--- src/rtl/matrix_pkg.sv ---
// ----------------------------------------------------------------------------
// matrix_pkg
//   Shared constants for the matrix memory datapath: element width, element
//   count and element address width, plus the serializer FSM state encoding.
// ----------------------------------------------------------------------------
package matrix_pkg;

    localparam int ELEM_W = 8;   // bits per matrix element
    localparam int N_ELEM = 9;   // elements per matrix (3x3, row-major)
    localparam int ADDR_W = 4;   // element address width, 2**ADDR_W >= N_ELEM

    // Serializer FSM encoding, kept as plain constants for legacy compatibility
    localparam logic [1:0] IDLE = 2'd0;
    localparam logic [1:0] SEND = 2'd1;
    localparam logic [1:0] DONE = 2'd2;

endpackage

--- src/rtl/matrix_result_serializer.sv ---
// ----------------------------------------------------------------------------
// matrix_result_serializer
//   Snapshots one flat N_ELEM-element matrix word and streams it out one
//   element per valid/ready transfer, tagged with the element address. The
//   stream maps straight onto a memory write port
//   (write_enable = out_valid && out_ready).
//
// Ports
//   clk       : system clock, everything on posedge
//   rst       : synchronous reset, active-high; overrides load and any stream
//   load      : snapshot request, honoured only when idle
//   mat_data  : flat matrix, element k = mat_data[k*ELEM_W +: ELEM_W]
//   busy      : high whenever the serializer is not idle
//   out_valid : out_addr/out_data/out_last are valid
//   out_ready : sink accepts the presented element
//   out_addr  : element index 0..N_ELEM-1
//   out_data  : element value
//   out_last  : high with element N_ELEM-1
//   done      : one-cycle pulse after the final transfer
// ----------------------------------------------------------------------------
module matrix_result_serializer
    import matrix_pkg::*;
#(
    parameter int ELEM_W_P = ELEM_W,
    parameter int N_ELEM_P = N_ELEM,
    parameter int ADDR_W_P = ADDR_W
) (
    input  logic                         clk,
    input  logic                         rst,
    input  logic                         load,
    input  logic [ELEM_W_P*N_ELEM_P-1:0] mat_data,
    output logic                         busy,
    output logic                         out_valid,
    input  logic                         out_ready,
    output logic [ADDR_W_P-1:0]          out_addr,
    output logic [ELEM_W_P-1:0]          out_data,
    output logic                         out_last,
    output logic                         done
);

    localparam logic [ADDR_W_P-1:0] LAST_IDX = ADDR_W_P'(N_ELEM_P - 1);

    logic [1:0]                   state_q, state_d;
    logic [ADDR_W_P-1:0]          idx_q, idx_d;
    logic [ELEM_W_P*N_ELEM_P-1:0] snap_q, snap_d;
    logic                         last_q, last_d;
    logic                         xfer;

    // out_valid is a pure decode of the state register, so the handshake
    // never depends combinationally on out_ready.
    assign xfer = (state_q == SEND) && out_ready;

    always_comb begin
        state_d = state_q;
        idx_d   = idx_q;
        snap_d  = snap_q;
        case (state_q)
            IDLE: begin
                if (load) begin
                    snap_d  = mat_data;
                    idx_d   = '0;
                    state_d = SEND;
                end
            end
            SEND: begin
                if (xfer) begin
                    if (idx_q == LAST_IDX) begin
                        state_d = DONE;
                    end else begin
                        idx_d = idx_q + 1'b1;
                    end
                end
            end
            DONE: begin
                state_d = IDLE;
            end
            default: begin
                state_d = IDLE;
            end
        endcase
        // Registered so out_last lines up with the element it tags.
        last_d = (state_d == SEND) && (idx_d == LAST_IDX);
    end

    always_ff @(posedge clk) begin
        if (rst) begin
            state_q <= IDLE;
            idx_q   <= '0;
            snap_q  <= '0;
            last_q  <= 1'b0;
        end else begin
            state_q <= state_d;
            idx_q   <= idx_d;
            snap_q  <= snap_d;
            last_q  <= last_d;
        end
    end

    assign busy      = (state_q != IDLE);
    assign out_valid = (state_q == SEND);
    assign done      = (state_q == DONE);
    assign out_last  = last_q;
    assign out_addr  = idx_q;
    // Snapshot and index only change on load/transfer, so this mux is stable
    // while an element waits for out_ready.
    assign out_data  = snap_q[int'(idx_q)*ELEM_W_P +: ELEM_W_P];

endmodule

--- config.mk ---
export PLATFORM = sky130hd
export DESIGN_NAME = matrix_result_serializer
export DESIGN_NICKNAME = d
export VERILOG_FILES = /design/src/rtl/matrix_pkg.sv /design/src/rtl/matrix_result_serializer.sv
export SDC_FILE = /design/constraint.sdc
export NUM_CORES = 1
export LEC_CHECK = 0
export BUFFER_PORTS_ARGS = -buffer_cell sky130_fd_sc_hd__buf_2
export CELL_PAD_IN_SITES_DETAIL_PLACEMENT = 1
export CELL_PAD_IN_SITES_GLOBAL_PLACEMENT = 2
export CORE_MARGIN = 4
export CORE_UTILIZATION = 25
export CTS_CLUSTER_DIAMETER = 200
export CTS_CLUSTER_SIZE = 10
export DETAILED_ROUTE_END_ITERATION = 16
export MAX_ROUTING_LAYER = met4
export PLACE_DENSITY_LB_ADDON = 0.08
export SLEW_MARGIN = 20
export SYNTH_ARGS = -nofsm -noshare
export SYNTH_HDL_FRONTEND = slang
export SYNTH_SLANG_ARGS = --single-unit
export TNS_END_PERCENT = 100
--- constraint.sdc ---
create_clock -name clk -period 1.7 [get_ports clk]
set_input_delay 0.17 -clock clk [delete_from_list [all_inputs] [get_ports clk]]
set_output_delay 0.17 -clock clk [all_outputs]
set_load 0.01 [all_outputs]
Word-level counts from Yosys, hierarchy flattened
Index checks and enable logic that the tools add are counted.

Word-level logic and storage cells: 24. Register bits after elaboration: 79.

Multiplexer cells: 8. Equal/unequal tests: 5. Reductions and logical operators: 5. Shift operators: 1. Add/subtract/negate cells: 1.

Operators with widths (number): 72-bit by 8-bit variable part select with 8-bit output (1); 4-bit 2-to-1 mux (3); 4-bit == test (second input constant) (2); 4-bit case mux with 2 select lines (1); 2-bit 2-to-1 mux (3); 4-bit by 1-bit adder with 4-bit output (second input constant) (1); 2-bit by 1-bit == test with 1-bit output (second input constant) (2); 2-bit case mux with 2 select lines (1); 2-bit == test (second input constant) (1); 1-bit logical AND (2); 2-bit zero test (1); 2-bit AND reduction (1); 2-bit nonzero test (1).

Logic depth before layout (Yosys ltp)
Gate-level depths: netlist of the first run.

Depth after elaboration: 6. Mapped depth: 7. Depth with buffers taken out: 6.

Worst setup path after synthesis of the first run
No wires, ideal clock.

Kind: register -> register. Start: reg idx_q[0], in the netlist out_addr[0]. End: reg last_q, in the netlist out_last. Cell stages (with the launch flop): 8. Required time: 1639 ps. Path slack: -115 ps. Data arrival time: 1754 ps. Cells stage by stage: dfxtp_1 -> buf_6 -> inv_1 -> ha_1 -> and3b_1 -> or4_1 -> o21ai_0 -> and4_1.

Cells in the longest elaborated chain, start to end: 6. Elaborated cells between the ends (all ways): 12. Those cells by class: add/sub: 1; eq/ne: 3; mux: 7; reduce/logical: 1.

Ends and longest elaborated chain: from (decl) (line matrix_result_serializer.sv:44) `logic [ADDR_W_P-1:0] idx_q, idx_d;`; from (signal assigned) (line matrix_result_serializer.sv:93) `idx_q <= idx_d;`; 4-bit by 1-bit adder with 4-bit output / 4-bit == test (equally long branches) (line matrix_result_serializer.sv:70, matrix_result_serializer.sv:67); 4-bit 2-to-1 mux / 2-bit 2-to-1 mux (equally long branches) (line matrix_result_serializer.sv:67) `if (idx_q == LAST_IDX) begin`; 4-bit 2-to-1 mux / 2-bit 2-to-1 mux (equally long branches) (line matrix_result_serializer.sv:66) `if (xfer) begin`; 4-bit case mux with 2 select lines / 2-bit case mux with 2 select lines (equally long branches) (line matrix_result_serializer.sv:57) `case (state_q)`; 4-bit == test / 2-bit by 1-bit == test with 1-bit output (equally long branches) (line matrix_result_serializer.sv:82) `last_d = (state_d == SEND) && (idx_d == LAST_IDX);`; 1-bit logical AND (*) (line matrix_result_serializer.sv:82); to (signal assigned) (line matrix_result_serializer.sv:95) `last_q <= last_d;`; to (decl) (line matrix_result_serializer.sv:46) `logic last_q, last_d;`.

Mark *: on every way between the ends. The rest lies on a longest branch, timed or not. A chain may end at the register's enable or synchronous reset.

Worst setup path in the final report of the first run
Start: reg idx_q[0], in the netlist out_addr[0]. End: out out_data[1].

Cells in the longest elaborated chain, start to end: 1.

Ends and longest elaborated chain: 72-bit by 8-bit variable part select with 8-bit output (line matrix_result_serializer.sv:106) `assign out_data = snap_q[int'(idx_q)*ELEM_W_P +: ELEM_W_P];`; to (decl) (line matrix_result_serializer.sv:36) `output logic [ELEM_W_P-1:0] out_data,`.

Every way passes these cells.

==> results of run 1 <==
[cells in the mapped netlist, drive strengths merged]
master  count  share of area [%]
nand2     156                 17
dfxtp      79                 46
a21oi      75                 11
buf        21                3.6
mux4       16                 11
clkbuf     10                1.1
o21ai      10                1.5
mux2i       8                2.3
nor2        5               0.54
inv         3               0.33
nor3        3               0.44
a31oi       2               0.36
ha          2               0.73
nand3       2               0.29
nand3b      2               0.44
nor2b       2               0.36
nor3b       2               0.44
a211oi      1               0.22
and3b       1               0.25
and4        1               0.25
nand4       1               0.62
nand4b      1               0.25
nor4        1               0.18
nor4b       1               0.44
o21bai      1               0.22
or4         1               0.22
or4b        1               0.29
xor2        1               0.25
[sequential cells by signal, summed over array words and instances (netlist names)]
signal / flops
out_addr: 4
out_last: 1
snap_q: 72
state_q: 2
[per-stage QoR]
stage	setup TNS (ns)	util [%]
after floorplan	0	-
after global placement	-0.107	31.5
after detailed placement	-0.216	31.5
after CTS	-2.71	34.5
after global routing	-3.19	34.6
final	-2.59	34.6
[repair_timing]
item | 4_1_cts | 5_1_grt
hold endpoints to repair | 0 | 0
setup endpoints to repair | 9 | 10
pin swaps | 1 | 5
resized for setup | 18 | 5
buffers inserted | 5 | 1
[routing by layer]
metal	track usage, %	up-vias
li1	-	1577
met4	6.51	0
met5	-	-
met3	3.33	20
met1	19.8	1492
met2	25.0	76
[cell usage in the layout, fill, tap and decap left out, drive strengths merged, types with 3 or more instances in the layout]
| master | count |
|---|---|
| o21ai | 10 |
| buf | 114 |
| mux2i | 8 |
| nor3 | 3 |
| nand2 | 156 |
| mux4 | 16 |
| clkbuf | 11 |
| dfxtp | 79 |
| inv | 4 |
| nor2 | 5 |
| a21oi | 75 |
[cells by family (layout without fill, tap and decap cells)]
| family | count (synthesis) | count (layout) | synth area share, % |
|---|---|---|---|
| compound gates | 89 | 89 | 13.1 |
| xor+xnor | 1 | 1 | 0.254 |
| fa+ha+maj | 2 | 2 | 0.726 |
| buf+inv | 34 | 133 | 4.97 |
| flops | 79 | 79 | 45.9 |
| mux | 24 | 24 | 13.0 |
| other cells | 0 | 1 | 0 |
| simple gates | 180 | 180 | 22.0 |
[worst max-delay path: cells and delay by family, from the launching register on]
kind / cells / cell delay (ns)
multiplexers: 2 / 0.77
flip-flops: 1 / 0.38
buffers and inverters: 2 / 0.26
AO/OA/AOI/OAI: 1 / 0.11
[final timing paths]
kind / end / slack, ns / depth (start not counted)
worst max register to register: out_last$_SDFF_PP0_ / -0.11 / 8
worst min register to register: snap_q[56]$_SDFFE_PP0P_ / 0.46 / 2
worst min-delay path: snap_q[41]$_SDFFE_PP0P_ / 0.06 / 3
worst max-delay path: out_data[1] / -0.33 / 5
[power by group through the flow]
stage          Sequential [mW]  Combinational [mW]  Clock, mW
3_5_place_dp              2.08               0.509          0
6_report                  2.03               0.536       1.95
5_1_grt                   2.04               0.600       2.09
3_3_place_gp              2.08               0.497          0
2_1_floorplan             2.03               0.296          0
4_1_cts                   2.04               0.546       2.01
[layout make-up]
type | count | area, um^2
clock inverter | 5 | 56.3
fill | 1625 | 8720
timing repair buffer | 114 | 761
antenna | 1 | 2.50
tap | 176 | 220
inverter | 3 | 13.8
multi-input combinational | 296 | 1740
clock buffer | 11 | 243
sequential | 79 | 1590
==> flow_summary.toml, run 1 <==
[power_and_ir_drop]
ir_drop_v = 0.000461
seq_power_share_pct = 45.0
p_switching_mw = 1.13
clockPowerShare_pct = 43.1
power_leakage_nw = 1.89
cellPowerDensity_nw_per_um2 = 978
internal-power_mw = 3.39
finalPower_mw = 4.52
power_switching_share_pct = 25.1
p_comb_share_pct = 11.9

[cts]
cts-root-buf = "clkbuf_16"
clk_latency_ns = 0.34
tritoncts = "done"
cts_buffer_depth = 2
cts_sinks = 79
cts_hold_buf = 0
numCtsBuffers = 9
cts-htree-levels = 3
path_clk_slew_ns = 0.06

[setup_path]
cp.arrival_ns = 1.86
end_kind = "output port"
crit_chain = "buf_12 > mux4_1 > mux2i_2 > o21ai_0 > buf_2"
crit_fanout = 3
cp_slowest_cell = "mux4_1"
start_kind = "flip-flop"
crit_type = "reg -> out"
crit_path_max_incr_delay_ns = 0.55
required_ns = 1.53
startpoint = "out_addr[0]$_SDFF_PP0_"
r2r-start = "out_addr[0]$_SDFF_PP0_"

[final_layout]
final_cell_area_um2 = 4620
area_delta_synth_final_pct = 34.2
drive_above_1_share_pct = 31.7
finalNetCount = 581
instances_no_fill = 685

[drt]
wl_mm = 11.9
via_count = 3165
dr.max_layer_used = "met4"
drc = 0
first_iter_violations = 152
wl_met2_mm = 5.61
wl_met3_um = 458
vias_per_cell = 4.62
firstDrtPassIters = 4
ant_nets = 0
wl_per_cell_um = 17.3
route.layer.met1.wl_mm = 5.53

[floorplanning]
fp-row-count = 42
num_io_pins = 92
die_area_um2 = 15700
dieWidth_um = 125
core_area_um2 = 13300
start_util_pct = 25.8
die_h_um = 125

[run]
maxCapViolCount = 0

[sta]
fmax_ghz = 0.493
period_share_pct = 119
setup_viol = 9
final_hold_viol_count = 0
rsz0062_at_grt = "true"
fin_worst_skew_ns = 0.00859
tightestPinTransition_ns = 0.423
slew_headroom_pct = 71.8
finalMaxSlewViolations = 0
fin_ws_ns = -0.329
timing.hold.ws_ns = 0.0648
fin_crit_ns = 2.03

[synthesis]
ys_seq_area_share_pct = 45.9
syn_area_um2 = 3450
yosys.cell_types.count = 32
synth_nets = 487
ys_seq_elements = 79
netlist_instances = 409
syn_area_per_cell_um2 = 8.42
ys_warn_count = 0

[placed_design]
port_buffers = 91
routabilityCongestion = 0.817
place_inst = 663
pre_cts_slack_ns = -0.0465
dpl.hpwl_mm = 9.00
dpl_cell_area_um2 = 4210

[worst_hold_path]
hp-class = "in -> reg"
worstHoldStart = "mat_data[41]"

[global_routing]
grt_pass1_vias = 3361
grt_usage_pct = 15.8
grt_antenna_before_repair = 1
grt_pass1_wl_mm = 18.5
grt_overflow = 0
grt_start_max_net_pins = 58

[status]
outcome = "complete, but fails checks"
violations = "setup timing"
Note: power is estimated with default switching activity, not from simulation.
==> run 2: changes to the inputs <==
==> constraint.sdc (replaced) <==
create_clock -name clk -period 1.7 [get_ports clk]
set_input_delay 0.255 -clock clk [delete_from_list [all_inputs] [get_ports clk]]
set_output_delay 0.255 -clock clk [all_outputs]
set_load 0.01 [all_outputs]
==> flow_summary.toml, run 2 (synthesized netlist as in run 1, its figures left out) <==
[cts]
path_clk_slew_ns = 0.06
cts_buffer_depth = 2
clk_latency_ns = 0.34
cts_hold_buf = 0
tritoncts = "done"
cts_sinks = 79
cts-htree-levels = 3
numCtsBuffers = 9
cts-root-buf = "clkbuf_16"

[status]
violations = "setup timing"
outcome = "complete, but fails checks"

[sta]
fin_crit_ns = 2.11
timing.hold.ws_ns = 0.152
fin_ws_ns = -0.407
slew_headroom_pct = 69.6
final_hold_viol_count = 0
tightestPinTransition_ns = 0.457
rsz0062_at_grt = "true"
setup_viol = 9
setup_tns_ns = -3.14
fin_worst_skew_ns = 0.00992
fmax_ghz = 0.475
period_share_pct = 124
finalMaxSlewViolations = 0

[drt]
firstDrtPassIters = 4
drc = 0
ant_nets = 0
first_iter_violations = 149
wl_per_cell_um = 16.8
via_count = 3136
wl_mm = 11.5
vias_per_cell = 4.57

[setup_path]
crit_chain = "buf_12 > mux4_2 > mux2i_2 > o21ai_0 > buf_2"
r2r-start = "out_addr[0]$_SDFF_PP0_"
crit_path_max_incr_delay_ns = 0.50
crit_type = "reg -> out"
crit_fanout = 7
cp_slowest_cell = "mux4_2"
r2r_slack_ns = -0.03
cp.arrival_ns = 1.85
required_ns = 1.44
startpoint = "out_addr[0]$_SDFF_PP0_"
start_kind = "flip-flop"
end_kind = "output port"

[floorplanning]
fp-row-count = 42
die_h_um = 125
dieWidth_um = 125
die_area_um2 = 15700
num_io_pins = 92
start_util_pct = 25.8
core_area_um2 = 13300

[final_layout]
regMostFlops = "snap_q"
antennaDiodeCount = 0
instances_no_fill = 686
drive_above_1_share_pct = 31.8
final_common_cell = "nand2_1"
area_delta_synth_final_pct = 33.7
finalNetCount = 586
largest_reg_flops = 72
final_cell_area_um2 = 4610
final_cell_mix = "nand2_1, buf_2, dfxtp_1"

[power_and_ir_drop]
power_leakage_nw = 1.88
cellPowerDensity_nw_per_um2 = 919
finalPower_mw = 4.23
ir_drop_v = 0.000458

[placed_design]
routabilityCongestion = 0.811
dpl.hpwl_mm = 8.58
port_buffers = 91
place_inst = 665
dpl_cell_area_um2 = 4200

[global_routing]
grt_start_max_net_pins = 58
grt_pass1_wl_mm = 18.2
grt_overflow = 0
grt_usage_pct = 15.3
grt_pass1_vias = 3308
grt_antenna_before_repair = 0

[run]
maxCapViolCount = 0

[worst_hold_path]
hp-class = "in -> reg"
worstHoldStart = "mat_data[64]"
run 2: critical path, delay by kind of cell (launching register included):
family / cells / cell delay, ns
multiplexers: 2 / 0.72
flip-flops: 1 / 0.40
buffers and inverters: 2 / 0.29
AO/OA/AOI/OAI: 1 / 0.10
run 2: worst paths after layout:
path,endpoint,depth (start not counted)
setup / recovery,out_data[1],5
setup reg to reg,out_last$_SDFF_PP0_,9
hold reg to reg,snap_q[45]$_SDFFE_PP0P_,2
hold / removal,snap_q[64]$_SDFFE_PP0P_,3
run 2: where the power goes:
| group | switching (mW) | internal (mW) |
|---|---|---|
| combinational | 0.280 | 0.259 |
| sequential | 0.0724 | 1.95 |
| clock | 0.700 | 0.967 |
| total | 1.05 | 3.18 |
run 2: cell type report:
class                           count  area (um^2)
Inverter                            3         13.8
Multi-Input combinational cell    296         1740
Timing Repair Buffer              119          796
Tap cell                          176          220
Sequential cell                    79         1590
Clock inverter                      1         8.76
Clock buffer                       12          236
Fill cell                        1610         8740
run 2: metrics by stage:
| step | util [%] | setup slack [ns] |
|---|---|---|
| 2_1_floorplan | - | 0.0114 |
| 3_3_place_gp | 31.5 | -0.248 |
| 3_5_place_dp | 31.5 | -0.276 |
| 4_1_cts | 33.9 | -0.437 |
| 5_1_grt | 34.5 | -0.483 |
| 6_report | 34.5 | -0.407 |
run 2: timing repair:
item,in CTS,in global routing
buffers inserted,5,3
gates resized for setup,15,16
cloned,0,0
setup endpoints to repair,11,12
pin swaps,2,7
run 2: layer usage:
| layer | GRT usage [%] | wire, um | share of wire, % | up-vias |
|---|---|---|---|---|
| met5 | - | 0 | 0 | - |
| li1 | - | - | - | 1577 |
| met2 | 22.7 | 5210 | 45 | 63 |
| met1 | 20.7 | 5710 | 50 | 1480 |
| met3 | 3.54 | 375 | 3.3 | 16 |
| met4 | 4.66 | 209 | 1.8 | 0 |
==> run 3: changes to the inputs <==
--- a/config.mk
+++ b/config.mk
@@ -10,2 +10,3 @@
 export CELL_PAD_IN_SITES_GLOBAL_PLACEMENT = 2
+export CORE_ASPECT_RATIO = 1.75
 export CORE_MARGIN = 4
@@ -16,3 +17,3 @@
 export MAX_ROUTING_LAYER = met4
-export PLACE_DENSITY_LB_ADDON = 0.08
+export PLACE_DENSITY_LB_ADDON = 0.1
 export SLEW_MARGIN = 20
--- a/constraint.sdc
+++ b/constraint.sdc
@@ -3,2 +3,2 @@
 set_output_delay 0.255 -clock clk [all_outputs]
-set_load 0.01 [all_outputs]
+set_load 0.02 [all_outputs]
==> flow_summary.toml, run 3 (synthesized netlist as in run 1, its figures left out) <==
[status]
outcome = "complete, but fails checks"
violations = "setup timing"

[placed_design]
dpl.hpwl_mm = 8.62
routabilityCongestion = 0.809
port_buffers = 91

[power_and_ir_drop]
cellPowerDensity_nw_per_um2 = 983
finalPower_mw = 4.61
power_leakage_nw = 1.93
ir_drop_v = 0.000577

[cts]
tritoncts = "done"
cts-htree-levels = 3
clk_latency_ns = 0.34
cts_hold_buf = 0
numCtsBuffers = 9
path_clk_slew_ns = 0.06
cts-root-buf = "clkbuf_16"
cts_sinks = 79
cts_buffer_depth = 2

[drt]
vias_per_cell = 4.59
wl_per_cell_um = 16.8
ant_nets = 0
firstDrtPassIters = 4
wl_mm = 11.5
via_count = 3152
first_iter_violations = 77
drc = 0

[setup_path]
startpoint = "out_addr[0]$_SDFF_PP0_"
crit_type = "reg -> out"
required_ns = 1.44
rr_worst_depth = 8
r2r-start = "out_addr[0]$_SDFF_PP0_"
crit_fanout = 7
end_kind = "output port"
r2r_slack_ns = -0.16
endpoint = "out_data[2]"
r2r_end = "out_last$_SDFF_PP0_"
cp.arrival_ns = 1.89
start_kind = "flip-flop"

[final_layout]
regMostFlops = "snap_q"
drive_above_1_share_pct = 33.6
largest_reg_flops = 72
finalNetCount = 585
area_delta_synth_final_pct = 36.1
final_cell_mix = "nand2_1, buf_2, a21oi_1, dfxtp_1, buf_4"
fin_util_pct = 34.8
antennaDiodeCount = 0
final_common_cell = "nand2_1"

[sta]
rsz0062_at_grt = "true"
finalMaxSlewViolations = 0
tightestPinTransition_ns = 0.327
fin_ws_ns = -0.448
timing.hold.ws_ns = 0.153
fin_worst_skew_ns = 0.00652
fin_crit_ns = 2.15
slew_headroom_pct = 78.2
period_share_pct = 126
setup_viol = 11
final_hold_viol_count = 0
fmax_ghz = 0.466

[floorplanning]
num_io_pins = 92
fp-row-count = 56
die_h_um = 163
start_util_pct = 25.6
die_area_um2 = 15800
core_area_um2 = 13500
dieWidth_um = 96.7

[global_routing]
grt_start_max_net_pins = 53
grt_overflow = 0
grt_pass1_wl_mm = 18.3
grt_antenna_before_repair = 0
grt_usage_pct = 15.4
grt_pass1_vias = 3365

[worst_hold_path]
hp-class = "in -> reg"
worstHoldStart = "mat_data[65]"

[run]
maxCapViolCount = 0
run 3: cell types whose count changed in the layout (fill, tap and decap cells not counted), moves of 2 or more:
cell       change
clkbuf_1       -3
bufinv_16      +2
buf_12         -2
o21ai_0        -3
buf_2          -9
buf_4         +11
nand2_1        -2
clkinv_2       +4
o21ai_2        +2
run 3: per-layer routing:
layer  track usage (%)  up-vias  part of all wire (%)  routed length, um
met4              4.79        0                   1.3                147
met2              28.1       68                    55               6330
met3              2.91       11                   3.0                351
met5                 -        -                     0                  0
met1              16.8     1498                    41               4700
li1                  -     1575                     -                  -
run 3: worst min-delay path by stage:
stage | cells after the start | endpoint
after global placement | 2 | snap_q[33]$_SDFFE_PP0P_
after CTS | 3 | snap_q[64]$_SDFFE_PP0P_
after detailed placement | 2 | snap_q[46]$_SDFFE_PP0P_
after floorplan | 2 | snap_q[0]$_SDFFE_PP0P_
final | 3 | snap_q[65]$_SDFFE_PP0P_
after global routing | 3 | snap_q[3]$_SDFFE_PP0P_
run 3: through the flow:
| stage | setup TNS [ns] | instances | cell area, um^2 | setup slack [ns] |
|---|---|---|---|---|
| after floorplan | 0 | 409 | 3470 | 0.00716 |
| after global placement | -0.890 | 662 | 4200 | -0.166 |
| after detailed placement | -1.05 | 662 | 4200 | -0.174 |
| after CTS | -3.59 | 683 | 4610 | -0.475 |
| after global routing | -4.71 | 686 | 4690 | -0.527 |
| final | -3.41 | 686 | 4690 | -0.448 |
run 3: worst max-delay path, cell delays in order (launching register included):
cell and delay, ns:
dfxtp_4 0.42, buf_8 0.15, mux4_2 0.54, mux2i_2 0.20, o21ai_1 0.09, buf_4 0.16
run 3: layout make-up:
| type | instances | area [um^2] |
|---|---|---|
| Sequential cell | 79 | 1590 |
| Multi-Input combinational cell | 296 | 1770 |
| Tap cell | 174 | 218 |
| Clock inverter | 7 | 87.6 |
| Inverter | 3 | 11.3 |
| Clock buffer | 9 | 225 |
| Fill cell | 1632 | 8760 |
| Timing Repair Buffer | 118 | 782 |
run 3: repair_timing:
item	in CTS	in global routing
setup buffers	5	3
gates resized for setup	19	15
endpoints found under the setup margin	10	13
pin swaps	3	3
run 3: report_power, final:
part,total (mW),switching (mW),internal (mW)
Combinational,0.549,0.290,0.259
Clock,2.04,0.767,1.27
Sequential,2.02,0.0703,1.95
Total,4.61,1.13,3.48
